<file path="src/rtl/alu_operand_issue_if.sv">
// Decode -> execute operand-issue bus: decode operation, forwarding sources and the registered result.
// The DUT takes the slave view; the decode/execute environment takes the master view.
interface alu_operand_issue_if #(
  parameter int XLEN    = 32,
  parameter int NUM_FWD = 2,
  parameter int RADDR_W = 5
);
  logic                       flush;
  logic                       in_valid;
  logic                       in_ready;
  logic [RADDR_W-1:0]         rs1_addr;
  logic [RADDR_W-1:0]         rs2_addr;
  logic [XLEN-1:0]            rs1_data;
  logic [XLEN-1:0]            rs2_data;
  logic [XLEN-1:0]            imm_value;
  logic [XLEN-1:0]            pc;
  logic [1:0]                 a_sel;
  logic [1:0]                 b_sel;
  logic                       is_store;
  logic [NUM_FWD-1:0]         fwd_valid;
  logic [NUM_FWD-1:0]         fwd_pending;
  logic [NUM_FWD*RADDR_W-1:0] fwd_addr;
  logic [NUM_FWD*XLEN-1:0]    fwd_data;
  logic                       out_valid;
  logic                       out_ready;
  logic [XLEN-1:0]            alu_operand1_data;
  logic [XLEN-1:0]            alu_operand2_data;
  logic [XLEN-1:0]            store_data;
  logic [31:0]                stall_count;

  modport slave (
    input  flush, in_valid, rs1_addr, rs2_addr, rs1_data, rs2_data, imm_value, pc,
           a_sel, b_sel, is_store, fwd_valid, fwd_pending, fwd_addr, fwd_data, out_ready,
    output in_ready, out_valid, alu_operand1_data, alu_operand2_data, store_data, stall_count
  );

  modport master (
    output flush, in_valid, rs1_addr, rs2_addr, rs1_data, rs2_data, imm_value, pc,
           a_sel, b_sel, is_store, fwd_valid, fwd_pending, fwd_addr, fwd_data, out_ready,
    input  in_ready, out_valid, alu_operand1_data, alu_operand2_data, store_data, stall_count
  );
endinterface

</file>
<file path="src/rtl/alu_operand_issue.sv">
// ALU operand select + forwarding + load-use stall, registered into a valid/ready stage.
// Optional stall-cycle counter enabled by defining ALU_OPERAND_STALL_STATS_EN.

// One register operand resolved against all forwarding sources; index 0 wins.
module alu_operand_issue_fwd #(
  parameter int XLEN    = 32,
  parameter int NUM_FWD = 2,
  parameter int RADDR_W = 5
) (
  input  logic [RADDR_W-1:0]         rs_addr,
  input  logic [XLEN-1:0]            rs_data,
  input  logic [NUM_FWD-1:0]         fwd_valid,
  input  logic [NUM_FWD-1:0]         fwd_pending,
  input  logic [NUM_FWD*RADDR_W-1:0] fwd_addr,
  input  logic [NUM_FWD*XLEN-1:0]    fwd_data,
  output logic [XLEN-1:0]            opr_data,
  output logic                       hazard
);
  logic hit;

  always_comb begin
    hit      = 1'b0;
    opr_data = rs_data;
    hazard   = 1'b0;
    for (int i = 0; i < NUM_FWD; i++) begin
      if (!hit && rs_addr != '0 && fwd_valid[i] &&
          fwd_addr[i*RADDR_W +: RADDR_W] == rs_addr) begin
        hit      = 1'b1;
        opr_data = fwd_data[i*XLEN +: XLEN];
        hazard   = fwd_pending[i];
      end
    end
  end
endmodule

module alu_operand_issue #(
  parameter int XLEN    = 32,
  parameter int NUM_FWD = 2,
  parameter int RADDR_W = 5
) (
  input logic                clk,
  input logic                rst_n,
  alu_operand_issue_if.slave bus
);
  localparam int NUM_OPR = 2;  // lane 0 = rs1, lane 1 = rs2

  logic [NUM_OPR-1:0][RADDR_W-1:0] rs_addr;
  logic [NUM_OPR-1:0][XLEN-1:0]    rs_data;
  logic [NUM_OPR-1:0][XLEN-1:0]    rs_fwd;
  logic [NUM_OPR-1:0]              rs_haz;

  assign rs_addr = {bus.rs2_addr, bus.rs1_addr};
  assign rs_data = {bus.rs2_data, bus.rs1_data};

  for (genvar g = 0; g < NUM_OPR; g++) begin : g_opr
    alu_operand_issue_fwd #(.XLEN(XLEN), .NUM_FWD(NUM_FWD), .RADDR_W(RADDR_W)) u_fwd (
      .rs_addr     (rs_addr[g]),
      .rs_data     (rs_data[g]),
      .fwd_valid   (bus.fwd_valid),
      .fwd_pending (bus.fwd_pending),
      .fwd_addr    (bus.fwd_addr),
      .fwd_data    (bus.fwd_data),
      .opr_data    (rs_fwd[g]),
      .hazard      (rs_haz[g])
    );
  end

  logic            use_rs1, use_rs2, hazard, in_ready, capture;
  logic [XLEN-1:0] opa, opb;
  logic            out_valid_q, out_valid_d;
  logic [XLEN-1:0] op1_q, op1_d, op2_q, op2_d, st_q, st_d;

  always_comb begin
    use_rs1  = (bus.a_sel == 2'b00);
    use_rs2  = (bus.b_sel == 2'b00) || bus.is_store;
    hazard   = bus.in_valid && ((use_rs1 && rs_haz[0]) || (use_rs2 && rs_haz[1]));
    in_ready = !bus.flush && !hazard && (!out_valid_q || bus.out_ready);
    capture  = bus.in_valid && in_ready;

    unique case (bus.a_sel)
      2'b00:   opa = rs_fwd[0];
      2'b01:   opa = bus.pc;
      default: opa = '0;
    endcase
    unique case (bus.b_sel)
      2'b00:   opb = rs_fwd[1];
      2'b01:   opb = bus.imm_value;
      2'b10:   opb = XLEN'(4);
      default: opb = '0;
    endcase

    // capture implies !flush, so flush only needs to kill the valid bit
    out_valid_d = out_valid_q;
    if (bus.flush)          out_valid_d = 1'b0;
    else if (capture)       out_valid_d = 1'b1;
    else if (bus.out_ready) out_valid_d = 1'b0;

    op1_d = capture ? opa       : op1_q;
    op2_d = capture ? opb       : op2_q;
    st_d  = capture ? rs_fwd[1] : st_q;
  end

  always_ff @(posedge clk or negedge rst_n) begin
    if (!rst_n) begin
      out_valid_q <= 1'b0;
      op1_q       <= '0;
      op2_q       <= '0;
      st_q        <= '0;
    end else begin
      out_valid_q <= out_valid_d;
      op1_q       <= op1_d;
      op2_q       <= op2_d;
      st_q        <= st_d;
    end
  end

  assign bus.in_ready          = in_ready;
  assign bus.out_valid         = out_valid_q;
  assign bus.alu_operand1_data = op1_q;
  assign bus.alu_operand2_data = op2_q;
  assign bus.store_data        = st_q;

`ifdef ALU_OPERAND_STALL_STATS_EN
  logic [31:0] stall_cnt_q, stall_cnt_d;

  always_comb begin
    stall_cnt_d = stall_cnt_q;
    if (bus.in_valid && !in_ready && !bus.flush && stall_cnt_q != '1)
      stall_cnt_d = stall_cnt_q + 32'd1;
  end

  always_ff @(posedge clk or negedge rst_n) begin
    if (!rst_n) stall_cnt_q <= '0;
    else        stall_cnt_q <= stall_cnt_d;
  end

  assign bus.stall_count = stall_cnt_q;
`else
  assign bus.stall_count = '0;
`endif
endmodule

</file>
<file path="src/flat_wrapper.sv">
// flat-port wrapper written by rule: the top's interface ports become plain ports
module alu_operand_issue_flat 
#(
  parameter int XLEN    = 32,
  parameter int NUM_FWD = 2,
  parameter int RADDR_W = 5
)
  (clk, rst_n, bus_flush, bus_in_valid, bus_rs1_addr, bus_rs2_addr, bus_rs1_data, bus_rs2_data, bus_imm_value, bus_pc, bus_a_sel, bus_b_sel, bus_is_store, bus_fwd_valid, bus_fwd_pending, bus_fwd_addr, bus_fwd_data, bus_out_ready, bus_in_ready, bus_out_valid, bus_alu_operand1_data, bus_alu_operand2_data, bus_store_data, bus_stall_count);
  alu_operand_issue_if #(.XLEN(XLEN), .NUM_FWD(NUM_FWD), .RADDR_W(RADDR_W)) bus_i ();
  input logic clk;
  input logic rst_n;
  input wire logic [$bits(bus_i.flush)-1:0] bus_flush;
  input wire logic [$bits(bus_i.in_valid)-1:0] bus_in_valid;
  input wire logic [$bits(bus_i.rs1_addr)-1:0] bus_rs1_addr;
  input wire logic [$bits(bus_i.rs2_addr)-1:0] bus_rs2_addr;
  input wire logic [$bits(bus_i.rs1_data)-1:0] bus_rs1_data;
  input wire logic [$bits(bus_i.rs2_data)-1:0] bus_rs2_data;
  input wire logic [$bits(bus_i.imm_value)-1:0] bus_imm_value;
  input wire logic [$bits(bus_i.pc)-1:0] bus_pc;
  input wire logic [$bits(bus_i.a_sel)-1:0] bus_a_sel;
  input wire logic [$bits(bus_i.b_sel)-1:0] bus_b_sel;
  input wire logic [$bits(bus_i.is_store)-1:0] bus_is_store;
  input wire logic [$bits(bus_i.fwd_valid)-1:0] bus_fwd_valid;
  input wire logic [$bits(bus_i.fwd_pending)-1:0] bus_fwd_pending;
  input wire logic [$bits(bus_i.fwd_addr)-1:0] bus_fwd_addr;
  input wire logic [$bits(bus_i.fwd_data)-1:0] bus_fwd_data;
  input wire logic [$bits(bus_i.out_ready)-1:0] bus_out_ready;
  output wire logic [$bits(bus_i.in_ready)-1:0] bus_in_ready;
  output wire logic [$bits(bus_i.out_valid)-1:0] bus_out_valid;
  output wire logic [$bits(bus_i.alu_operand1_data)-1:0] bus_alu_operand1_data;
  output wire logic [$bits(bus_i.alu_operand2_data)-1:0] bus_alu_operand2_data;
  output wire logic [$bits(bus_i.store_data)-1:0] bus_store_data;
  output wire logic [$bits(bus_i.stall_count)-1:0] bus_stall_count;
  assign bus_i.flush = bus_flush;
  assign bus_i.in_valid = bus_in_valid;
  assign bus_i.rs1_addr = bus_rs1_addr;
  assign bus_i.rs2_addr = bus_rs2_addr;
  assign bus_i.rs1_data = bus_rs1_data;
  assign bus_i.rs2_data = bus_rs2_data;
  assign bus_i.imm_value = bus_imm_value;
  assign bus_i.pc = bus_pc;
  assign bus_i.a_sel = bus_a_sel;
  assign bus_i.b_sel = bus_b_sel;
  assign bus_i.is_store = bus_is_store;
  assign bus_i.fwd_valid = bus_fwd_valid;
  assign bus_i.fwd_pending = bus_fwd_pending;
  assign bus_i.fwd_addr = bus_fwd_addr;
  assign bus_i.fwd_data = bus_fwd_data;
  assign bus_i.out_ready = bus_out_ready;
  assign bus_in_ready = bus_i.in_ready;
  assign bus_out_valid = bus_i.out_valid;
  assign bus_alu_operand1_data = bus_i.alu_operand1_data;
  assign bus_alu_operand2_data = bus_i.alu_operand2_data;
  assign bus_store_data = bus_i.store_data;
  assign bus_stall_count = bus_i.stall_count;
  alu_operand_issue #(.XLEN(XLEN), .NUM_FWD(NUM_FWD), .RADDR_W(RADDR_W)) u_core (.clk(clk), .rst_n(rst_n), .bus(bus_i));
endmodule
</file>
<file path="config.mk">
export PLATFORM = sky130hd
export DESIGN_NAME = alu_operand_issue_flat
export DESIGN_NICKNAME = d
export VERILOG_FILES = /design/src/rtl/alu_operand_issue_if.sv /design/src/rtl/alu_operand_issue.sv /design/src/flat_wrapper.sv
export SDC_FILE = /design/constraint.sdc
export NUM_CORES = 1
export LEC_CHECK = 0
export ABC_AREA = 1
export CAP_MARGIN = 25
export CORE_UTILIZATION = 40
export CTS_CLUSTER_DIAMETER = 100
export DETAILED_ROUTE_END_ITERATION = 10
export HOLD_SLACK_MARGIN = 0.03
export PLACE_DENSITY_LB_ADDON = 0.1
export SYNTH_ARGS = -nofsm -noshare
export SYNTH_HDL_FRONTEND = slang
export SYNTH_SLANG_ARGS = --single-unit
</file>
<file path="constraint.sdc">
create_clock -name clk -period 3.3 [get_ports clk]
set_input_delay 0.33 -clock clk [delete_from_list [all_inputs] [get_ports clk]]
set_output_delay 0.33 -clock clk [all_outputs]
set_load 0.01 [all_outputs]
</file>
# Yosys cells after proc, flatten, opt, wreduce, memory -nomap -nowiden
# Cells that the tools add are included.
# word_totals
ff_bits	97
latchBits	0
mem_bits_rw	0
mem_bits_ro	0
in_bits	226
wordCells	55
memories	0
# classes
n_addsub	0
mul	0
n_div	0
magnitude_cmp	0
n_eq_ne	7
shifts	0
mux	15
n_bitwise	0
n_reduce_logical	29
# ops
cell	count
$mux W32	4
$pmux W32 S3	1
$pmux W32 S2	1
$eq A5 B5 Y1	4
$logic_and A1 B1 Y1	16
$reduce_bool A5 Y1	2
$mux W1	9
$logic_not A1 Y1	5
$eq A2 B1 Y1 const B	2
$logic_not A2 Y1	2
$logic_or A1 B1 Y1	3
$reduce_bool A3 Y1	1
$eq A2 B2 Y1 const B	1

# Longest topological paths before layout
# logic_depth
ltp_word	18
mapped_depth	15
ltp_nobuf	13

# Cells and area by module
# From an unflattened synthesis, not the netlist that was laid out.
# hier_totals
cells_unflattened	1223
hier_area_um2	7517.2
# modules_own_cells
module	instances	cells_per_inst	area_each_um2
alu_operand_issue	1	693	5217.5
alu_operand_issue_fwd	2	265	1149.9

# Worst setup path before layout
# No wires, ideal clock.
# synth_timing
kind	input -> register
startpoint	input bus_rs2_addr[3]
endpoint	register u_core.st_q[30], in the netlist u_core.bus.store_data[30]
t_arrival_ns	1.568
t_required_ns	3.181
setup_slack_ns	1.613
stages	13
cell_sequence	inv_2 -> a21oi_1 -> nand2_1 -> nor2_2 -> nand2_1 -> nand2_1 -> nand2_1 -> nand3_2 -> nand4_2 -> buf_6 -> buf_4 -> nand2_1 -> o21ai_2
# synth_between
elab_chain_cells	16
# synth_lines
item	line_no	rtl
start, declared	flat_wrapper.sv:15	input wire logic [$bits(bus_i.rs2_addr)-1:0] bus_rs2_addr;
$reduce_bool A5 Y1	alu_operand_issue.sv:26	if (!hit && rs_addr != '0 && fwd_valid[i] &&
$logic_and A1 B1 Y1 (2 in a row)	alu_operand_issue.sv:26	
$mux W1	alu_operand_issue.sv:26	
$logic_not A1 Y1	alu_operand_issue.sv:26	
$logic_and A1 B1 Y1 (3 in a row)	alu_operand_issue.sv:26	
$mux W1	alu_operand_issue.sv:26	
$logic_and A1 B1 Y1	alu_operand_issue.sv:76	hazard = bus.in_valid && ((use_rs1 && rs_haz[0]) || (use_rs2 && rs_haz[1]));
$logic_or A1 B1 Y1	alu_operand_issue.sv:76	
$logic_and A1 B1 Y1	alu_operand_issue.sv:76	
$logic_not A1 Y1	alu_operand_issue.sv:77	in_ready = !bus.flush && !hazard && (!out_valid_q || bus.out_ready);
$logic_and A1 B1 Y1 (2 in a row)	alu_operand_issue.sv:77	
$logic_and A1 B1 Y1	alu_operand_issue.sv:78	capture = bus.in_valid && in_ready;
end signal, assigned	alu_operand_issue.sv:113	st_q <= st_d;
end, declared	alu_operand_issue.sv:71	logic [XLEN-1:0] op1_q, op1_d, op2_q, op2_d, st_q, st_d;
# Parallel ways exist; a longest one is shown, timed or not.
# A chain may end at the register's enable or synchronous reset.

# Worst setup path in the final report
# layout_timing
startpoint	input bus_rs1_addr[0]
endpoint	output bus_in_ready
# layout_between
elab_chain_cells	15
# layout_lines
item	line_no	rtl
start, declared	flat_wrapper.sv:14	input wire logic [$bits(bus_i.rs1_addr)-1:0] bus_rs1_addr;
$reduce_bool A5 Y1	alu_operand_issue.sv:26	
$logic_and A1 B1 Y1 (2 in a row)	alu_operand_issue.sv:26	
$mux W1	alu_operand_issue.sv:26	
$logic_not A1 Y1	alu_operand_issue.sv:26	
$logic_and A1 B1 Y1 (3 in a row)	alu_operand_issue.sv:26	
$mux W1 *	alu_operand_issue.sv:26	
$logic_and A1 B1 Y1 *	alu_operand_issue.sv:76	
$logic_or A1 B1 Y1 *	alu_operand_issue.sv:76	
$logic_and A1 B1 Y1 *	alu_operand_issue.sv:76	
$logic_not A1 Y1 *	alu_operand_issue.sv:77	
$logic_and A1 B1 Y1 * (2 in a row)	alu_operand_issue.sv:77	
end, declared	flat_wrapper.sv:28	output wire logic [$bits(bus_i.in_ready)-1:0] bus_in_ready;
# Mark *: on every way between the ends. The rest lies on a longest branch, timed or not.

==> impl_metrics.json <==
{
  "status": "finished, final reports clean",
  "synth_compound_gate_area_share_pct": 10.9,
  "post-route-period-util_pct": 88.4,
  "dp_hpwl_um": 20000,
  "io_pins": 356,
  "worstPathRequired_ns": 2.97,
  "endpoint": "bus_in_ready",
  "tightest_slew_ns": 0.936,
  "tns_ns": 0,
  "syn-cell-area_mm2": 0.00756,
  "hold_viol": 0,
  "setup.worst_path.start_class": "primary input",
  "final_cells": 1656,
  "routedWlPerCell_um": 16.5,
  "crit_start": "bus_rs1_addr[0]",
  "ir_drop_mv": 0.282,
  "rsz0062_at_grt": "no",
  "syn-instance-count": 1138,
  "postCtsSetupRepairBufs": 0,
  "core_area_mm2": 0.0183,
  "setup_viol": 0,
  "synth.top_cell.area_share_pct": 32.1,
  "grtUsageTotal_pct": 28.4,
  "synth-warning-count": 0,
  "arrival_ns": 2.59,
  "slew_headroom_pct": 37.4,
  "wl_um": 27300,
  "antenna_found_initial": 0,
  "synth_seq_area_share_pct": 32.1,
  "avgSynthCellArea_um2": 6.65,
  "skew_ns": 0.00509,
  "die_h_um": 140,
  "path_buf_inv": 3,
  "clock_sinks": 97,
  "ant_nets": 0,
  "cts_resized": 0,
  "h-tree-depth": 3,
  "hold_buffers": 0,
  "drv_cap": 0,
  "p_leak_nw": 5.39,
  "synth_top_family_by_area": "simple AND/OR/NAND/NOR gates",
  "reg2reg_to": "u_core.bus.alu_operand2_data[14]",
  "area_growth_pct": 46.7,
  "slew_viol_final": 0,
  "clk_pin_slew_ns": 0.07,
  "yosys.area_share.adder_pct": 0,
  "hp-class": "primary input to asynchronous set/reset pin",
  "worstSetupPathType": "primary input to primary output",
  "drt-pass1-iter-count": 6,
  "clkLatencyLatePin_ns": 0.35,
  "reg2reg_from": "u_core.bus.out_valid",
  "cp-end-kind": "primary output",
  "cts_tree": "yes",
  "grt_pass1_vias": 7673,
  "r2r_cells": 5,
  "fin_nets": 1648,
  "first_iter_violations": 655,
  "pwr_density_cell_mw_per_mm2": 359,
  "cp.depth": 12,
  "post-route-min-period_ns": 2.92,
  "synth_xor_area_share_pct": 0,
  "crit_top_cell": "nand2_1",
  "start_util_pct": 41.4,
  "fp.dieW_um": 140,
  "portBuffers": 323,
  "grt_max_degree": 103,
  "max-clock-path-buffers": 2,
  "viasPerCell": 4.92,
  "vias": 8154,
  "synth_mux_area_share_pct": 0,
  "gp_congestion": 0.918,
  "drcViolationCount": 0,
  "fmax_mhz": 343,
  "cts_buffers": 9,
  "n_antenna_cell": 0,
  "grt_pass1_wl_um": 42400,
  "clockRootBuffer": "clkbuf_16",
  "std_cell_rows": 49,
  "synth_area_leaders": "dfrtp_1 32%, nand2_1 19%, nand3_1 13%, o21ai_2 9.1%, inv_1 7.5%",
  "path_delay_family": "buffers and inverters",
  "max_stage_delay_ns": 0.62,
  "placed_cells": 1640,
  "drive_gt1_share_pct": 9.81,
  "grt_overflow": 0,
  "cp_max_fo": 7,
  "die_area_mm2": 0.0195,
  "slowest_stage": "clkdlybuf4s50_1",
  "synth_cell_type_count": 26,
  "cp_cell_sequence": "clkdlybuf4s50_1, inv_1, nand2_1, nand2_1, nor2_1, nand2_1, nor2_4, nand3_1, nand3_1, nand2_1, a21boi_0, clkdlybuf4s50_1",
  "yosysTopAreaCell": "dfrtp_1",
  "synth_seq_cells": 97,
  "yosys.area_share.simple_pct": 40.5,
  "ff2ff_setup_slack_ns": 1.69
}
==> worst register-to-register path, cell delays in order (launching register included) <==
cell	delay [ns]
dfrtp_1	0.39
a21oi_1	0.40
nand4_4	0.18
buf_12	0.28
nand2_1	0.17
o21ai_1	0.07
==> flip-flops by register name (all words and copies together), names as in the netlist <==
register                      flops
u_core.bus.alu_operand1_data     32
u_core.bus.alu_operand2_data     32
u_core.bus.store_data            32
u_core.bus.out_valid              1
==> through the flow <==
step                      setup WS [ns]  util, %  total power, mW  instance area [um^2]  hold slack (ns)
after floorplan                    1.61        -             2.18                  7680           0.0344
after global placement            0.371     59.2             2.98                 10800            0.463
after detailed placement          0.364     59.2             2.99                 10800            0.467
after CTS                         0.358     60.7             4.02                 11100           0.0879
after global routing              0.154     60.7             4.19                 11100            0.132
final                             0.383     60.7             3.98                 11100           0.0617
==> worst min-delay path by stage <==
stage,from,end,slack [ns],cells after the start
finish,rst_n,u_core.bus.alu_operand1_data[23],0.06,1
global route,rst_n,u_core.bus.alu_operand1_data[23],0.13,1
CTS,rst_n,u_core.bus.alu_operand1_data[24],0.09,1
detailed placement,u_core.bus.alu_operand1_data[30],u_core.bus.alu_operand1_data[30],0.47,2
global placement,u_core.bus.store_data[0],u_core.bus.store_data[0],0.46,2
floorplan,rst_n,u_core.bus.alu_operand1_data[0],0.03,0
==> cell families after synthesis <==
group	Yosys count
compound gates	105
buf+inv	263
simple gates	672
flops	97
other cells	1
==> cell usage in the layout, fill, tap and decap left out, types with 2 or more instances in the layout <==
cell / instances
buf_4: 20
conb_1: 32
inv_1: 151
nor2_1: 15
nand2_2: 2
dfrtp_1: 97
nor2_4: 10
a21oi_1: 3
clkdlybuf4s50_1: 322
o21ai_0: 5
clkinvlp_4: 3
nand3b_1: 64
buf_12: 3
clkbuf_16: 9
o21ai_1: 16
o21ai_2: 79
nand3_1: 201
clkbuf_1: 2
nand2_1: 374
inv_2: 9
nand4_1: 2
==> Yosys cell counts <==
master / count
nor2_1: 19
dfrtp_1: 97
a21boi_0: 1
nand3_2: 1
nor3b_1: 1
or2_2: 1
nand4_1: 2
buf_2: 15
conb_1: 1
nand3b_1: 64
nand4_2: 1
o211ai_1: 1
a21oi_1: 3
o21ai_0: 5
buf_4: 40
buf_6: 12
o21ai_2: 79
buf_1: 4
nand2_1: 376
nor2_4: 1
clkbuf_1: 32
inv_2: 9
nand3_1: 201
o21ai_1: 16
nor2_2: 5
inv_1: 151
==> layout make-up <==
class | instances | area [um^2]
tap | 229 | 287
inverter | 160 | 601
sequential | 97 | 2430
fill | 1718 | 7170
clock inverter | 5 | 40.0
multi-input combinational | 809 | 4080
clock buffer | 11 | 233
timing repair buffer | 345 | 3430
==> metal layers <==
metal	vias up	GRT usage (%)	routed length, um
met5	-	0	0
met4	0	12.0	896
met3	47	5.40	2110
met1	3646	34.8	11200
met2	369	48.6	13100
li1	4092	-	-
==> where the power goes <==
group / leakage, nW / switching (mW) / internal, mW
Clock: 0.122 / 0.495 / 0.517
Sequential: 1.25 / 0.112 / 1.37
Combinational: 4.02 / 0.702 / 0.782
Total: 5.39 / 1.31 / 2.67
Note: power is estimated with default switching activity, not from simulation.
